File: config.mk
export PLATFORM = sky130hd
export DESIGN_NAME = huffman_enc_tx
export DESIGN_NICKNAME = d
export VERILOG_FILES = /design/src/rtl/huffman_enc_tx.sv
export SDC_FILE = /design/constraint.sdc
export NUM_CORES = 1
export LEC_CHECK = 0
export BUFFER_PORTS_ARGS = -buffer_cell sky130_fd_sc_hd__buf_2
export CAP_MARGIN = 5
export CORE_MARGIN = 4
export CORE_UTILIZATION = 40
export DETAILED_ROUTE_END_ITERATION = 12
export RECOVER_POWER = 25
export SLEW_MARGIN = 40
export SYNTH_ARGS = -nofsm -noshare
export SYNTH_HDL_FRONTEND = slang
export SYNTH_SLANG_ARGS = --single-unit
File: constraint.sdc
create_clock -name clk_i -period 4.15 [get_ports clk_i]
set_input_delay 0.415 -clock clk_i [delete_from_list [all_inputs] [get_ports clk_i]]
set_output_delay 0.415 -clock clk_i [all_outputs]
set_load 0.01 [all_outputs]
File: src/rtl/huffman_enc_tx.sv
// Serial Huffman encoder: replays a symbol's prefix code as one-cycle pulses on two bit lines.
// Optional err_o pulse for illegal symbols is built when HUFFMAN_ENC_ERR_EN is defined.
module huffman_enc_tx #(
    parameter int GAP_CYCLES = 1
) (
    input  logic       clk_i,
    input  logic       rst_i,
    input  logic       sym_valid_i,
    input  logic [2:0] sym_i,
    output logic       sym_ready_o,
    output logic       bit_0_o,
    output logic       bit_1_o,
    output logic       busy_o
`ifdef HUFFMAN_ENC_ERR_EN
    ,
    output logic       err_o
`endif
);

    typedef enum logic [1:0] {IDLE, EMIT, GAP} state_t;

    localparam logic [3:0] GAP_LOAD = (GAP_CYCLES > 0) ? 4'(GAP_CYCLES - 1) : 4'd0;

    state_t     state_q, state_d;
    logic [2:0] shift_q, shift_d;
    logic [1:0] cnt_q, cnt_d;
    logic [3:0] gap_q, gap_d;
    logic       bit0_q, bit0_d;
    logic       bit1_q, bit1_d;
    logic       busy_q, busy_d;
    logic       accept;
    logic [5:0] entry;

    // Returns {legal, length-1, left-aligned code}.
    function automatic logic [5:0] code_lookup(input logic [2:0] sym);
        case (sym)
            3'd1:    code_lookup = {1'b1, 2'd2, 3'b000};
            3'd2:    code_lookup = {1'b1, 2'd2, 3'b001};
            3'd3:    code_lookup = {1'b1, 2'd1, 3'b010};
            3'd4:    code_lookup = {1'b1, 2'd1, 3'b100};
            3'd5:    code_lookup = {1'b1, 2'd2, 3'b110};
            3'd6:    code_lookup = {1'b1, 2'd2, 3'b111};
            default: code_lookup = 6'd0;
        endcase
    endfunction

    assign sym_ready_o = (state_q == IDLE);
    assign accept      = sym_valid_i && sym_ready_o;
    assign entry       = code_lookup(sym_i);

    // The first bit is registered at the accept edge itself so it appears in the next cycle;
    // cnt_q therefore holds the bits still to come after the one currently shown.
    always_comb begin
        state_d = state_q;
        shift_d = shift_q;
        cnt_d   = cnt_q;
        gap_d   = gap_q;
        bit0_d  = 1'b0;
        bit1_d  = 1'b0;
        case (state_q)
            IDLE: begin
                if (accept && entry[5]) begin
                    state_d = EMIT;
                    bit1_d  = entry[2];
                    bit0_d  = ~entry[2];
                    shift_d = {entry[1:0], 1'b0};
                    cnt_d   = entry[4:3];
                end
            end
            EMIT: begin
                if (GAP_CYCLES > 0) begin
                    state_d = GAP;
                    gap_d   = GAP_LOAD;
                end else if (cnt_q != 2'd0) begin
                    bit1_d  = shift_q[2];
                    bit0_d  = ~shift_q[2];
                    shift_d = {shift_q[1:0], 1'b0};
                    cnt_d   = cnt_q - 2'd1;
                end else begin
                    state_d = IDLE;
                end
            end
            GAP: begin
                if (gap_q != 4'd0) begin
                    gap_d = gap_q - 4'd1;
                end else if (cnt_q != 2'd0) begin
                    state_d = EMIT;
                    bit1_d  = shift_q[2];
                    bit0_d  = ~shift_q[2];
                    shift_d = {shift_q[1:0], 1'b0};
                    cnt_d   = cnt_q - 2'd1;
                end else begin
                    state_d = IDLE;
                end
            end
            default: state_d = IDLE;
        endcase
        busy_d = (state_d != IDLE);
    end

    always_ff @(posedge clk_i or posedge rst_i) begin
        if (rst_i) begin
            state_q <= IDLE;
            shift_q <= 3'd0;
            cnt_q   <= 2'd0;
            gap_q   <= 4'd0;
            bit0_q  <= 1'b0;
            bit1_q  <= 1'b0;
            busy_q  <= 1'b0;
        end else begin
            state_q <= state_d;
            shift_q <= shift_d;
            cnt_q   <= cnt_d;
            gap_q   <= gap_d;
            bit0_q  <= bit0_d;
            bit1_q  <= bit1_d;
            busy_q  <= busy_d;
        end
    end

    assign bit_0_o = bit0_q;
    assign bit_1_o = bit1_q;
    assign busy_o  = busy_q;

`ifdef HUFFMAN_ENC_ERR_EN
    logic err_q, err_d;

    assign err_d = accept && !entry[5];

    always_ff @(posedge clk_i or posedge rst_i) begin
        if (rst_i) begin
            err_q <= 1'b0;
        end else begin
            err_q <= err_d;
        end
    end

    assign err_o = err_q;
`endif

endmodule

==> metrics.md <==
| Metric | Value |
|---|---|
| CTS root buf | `clkbuf_4` |
| Yosys cell types | `26` |
| Prevailing post-synth register cell | `dfrtp_1` |
| Arr. time, crit path | `slightly below 2 ns` |
| Row count | `15` |
| Fin. Hold Viols | `0` |
| I/O Pins | `10` |
| CTS resizes | `0` |
| Post-synthesis compound-gate area fraction | `0.152` |
| Achievable Freq | `approximately 560 MHz` |
| Crit Path Class | `reg2reg` |
| Minimum clock period | `around 1.8 ns` |
| Setup ws final | `around 2.4 ns` |
| Post-Syn Area per Cell | `about 10 um^2` |
| Vias | `around 570` |
| Largest family of logic cells by synthesized area | `simple AND/OR/NAND/NOR gates` |
| Flops & latches, synth | `13` |
| Grt total ovfl | `0` |
| Postcts setup bufs | `0` |
| Initial antenna violation count | `0` |
| Initial Util | `0.439` |
| Slowest stage delay, CP | `approximately 0.44 ns` |
| Iteration-0 DRC count of the detailed router | `8` |
| Post-Synth XOR/XNOR Area | `0` |
| End of the worst register-to-register path | `shift_q[2]` |
| Clock power share | `0.166` |
| Hold Crit Class | `in2async` |
| Adder-cell share of the synthesized area | `0.127` |
| Most common cell after layout, fill and taps aside | `dfrtp_1` |
| Total GRT Usage | `0.109` |
| Synth top area share | `0.411` |
| Largest net degree at the start of global routing | `14` |
| DIE WIDTH | `approximately 52 um` |
| Slowest CP cell | `or3b_4` |
| Sw Ratio | `0.383` |
| First-pass GRT wire length | `about 2.2 mm` |
| Commonest cells after routing, fill and taps aside | `13 x dfrtp_1, 12 x inv_1, 9 x buf_2, 8 x ha_1, 7 x nor2_1` |
| Power, Total | `roughly 0.46 mW` |
| Synth Net Count | `slightly above 90` |
| Worst skew pair latency | `between 0.2 and 0.3 ns` |
| Max Root-Sink Buffers | `2` |
| Worst ir drop on vdd | `about 0.31 mV` |
| Slew Viols, Final | `0` |
| Mapped Cells | `between 70 and 80` |
| Setup Skew | `approximately 0.0028 ns` |
| Mapped cell area | `791 um^2` |
| CTS clk-pin slew, worst paths | `approximately 0.080 ns` |
| R2r worst-path depth | `6` |
| Final Setup Violations | `0` |
| Psw | `0.176 mW` |
| Hold WS | `~0.14 ns` |
| Pre-CTS setup slack | `roughly 2.4 ns` |
| Async SR Flop Fraction | `1.00` |
| Area grow syn2layout | `11.1%` |
| Critical-path maximum fanout | `6` |
| Residual DRC | `0` |
| CP startpoint kind | `register` |
| Period utilization | `0.432` |
| Actual slew at the worst max-slew pin | `~0.47 ns` |
| Worst reg2reg startpoint | `gap_q[0]` |
| Register area share after synthesis | `0.411` |
| CTS tree | `built` |
| Post-synthesis mux area share | `0.0775` |
| Run status | `finished clean` |
| CTS H-Tree Depth | `1` |
| TritonCTS Sinks | `13` |
| Worst EP required | `roughly 4.4 ns` |
| Crit-path cells | `inv_1, ha_1, nor3b_4, or3b_4, o21ai_4, mux2i_1` |
| Net count, final | `105` |
| Post-Synth Simple-Gate Area | `0.157` |
| Worst setup EP type | `register` |
| DIE HEIGHT | `around 52 um` |
| Vias in the first global route | `roughly 550` |
| Total CTS buffers | `3` |
| Vias/cell | `roughly 5.0` |
| Register share of total power | `0.429` |
| Layout fillers | `about 180` |
| DR pass1 iterations | `2` |
| Comb power frac | `0.405` |
| Share of layout cells above drive strength 1 | `0.189` |
| Reg-to-reg setup timing slack | `between 2 and 2.5 ns` |
| Final core occ | `0.488` |
| Core ar. | `about 1800 um^2` |
| Avg WL per Cell | `approximately 11 um` |
| Internal power | `between 0.2 and 0.3 mW` |
| Slew margin rel. | `0.687` |
| Ranking of synthesized cells by area | `dfrtp_1 41%, ha_1 13%, mux2i_1 6.3%` |
| Port Buffer Count | `9` |
| Gp weighted congestion | `0.804` |
| ANT nets after route | `0` |
| P_leak | `between 0.4 and 0.5 nW` |
| Yosys synthesis warning count | `0` |
| HPWL after detailed placement | `between 1 and 1.5 mm` |
| Total Wirelength | `1.27 mm` |
| Max_cap viols | `0` |
| Die area | `about 2800 um^2` |
| Synth area leader | `dfrtp_1` |
| # hold bufs at CTS | `0` |
| ANT cells | `0` |
| EDFF count, synth | `0` |
| RSZ-0062 raised after global routing | `false` |
| Setup TNS | `0 ns` |
| PD cells | `about 520 nW/um^2` |
cell families after synthesis:
group / after synthesis
DFF: 13
AOI/OAI and AO/OA: 17
and+or+nand+nor: 21
buffers and inverters: 14
muxes: 6
adders and majority gates: 8
worst max-delay path by stage:
stage | start | to | slack (ns) | cells after the start
after floorplan | gap_q[0] | cnt_q[0] | 2.51 | 6
after global placement | gap_q[0] | cnt_q[0] | 2.35 | 6
after detailed placement | gap_q[0] | cnt_q[0] | 2.36 | 6
after CTS | gap_q[0] | cnt_q[1] | 2.34 | 6
after global routing | gap_q[0] | shift_q[2] | 2.21 | 6
final | gap_q[0] | shift_q[2] | 2.36 | 6
per-layer routing:
layer,GRT usage,up-vias,part of all wire
met5,0,-,0
met4,0.0170,0,0
met3,0.0513,0,0.054
met2,0.171,11,0.46
met1,0.137,265,0.48
li1,-,297,-
power by group through the flow:
stage,Clock (mW),Combinational (mW),Sequential [mW]
CTS,0.0794,0.189,0.198
floorplan,0,0.160,0.189
finish,0.0766,0.186,0.197
global route,0.0900,0.213,0.203
global placement,0,0.190,0.199
detailed placement,0,0.187,0.200
worst max-delay path, delay by kind of cell, from the launching register on:
family,cells,cell delay [ns]
muxes,1,0.22
adders and majority gates,1,0.16
AOI/OAI and AO/OA,1,0.12
buffers and inverters,1,0.12
and+or+nand+nor,2,0.68
DFF,1,0.42
final cells by class:
cell class	count	area [um^2]	area share
flip-flops and latches	13	325	0.370
repair buffers	9	45.0	0.0513
inverters	12	45.0	0.0513
multi-input cells	52	405	0.462
well taps	25	31.3	0.0356
clock buffers	4	26.3	0.0299
registers in the layout (all words and copies together) (netlist names):
name     cells
gap_q        4
cnt_q        2
shift_q      2
state_q      2
bit_0_o      1
bit_1_o      1
busy_o       1
through the flow:
stage | instances | instance area, um^2
floorplan | 79 | 791
detailed placement | 111 | 852
global route | 115 | 878
finish | 115 | 878
global placement | 111 | 852
CTS | 115 | 878
Yosys cell counts, drive strengths merged (2+ instances only):
cell type / count
inv: 12
ha: 8
nand2: 3
a22oi: 2
a21oi: 4
dfrtp: 13
o21ai: 2
o22ai: 4
nor4: 2
o32ai: 2
nor3: 4
mux2i: 5
nor2: 7
Note: power is estimated with default switching activity, not from simulation.
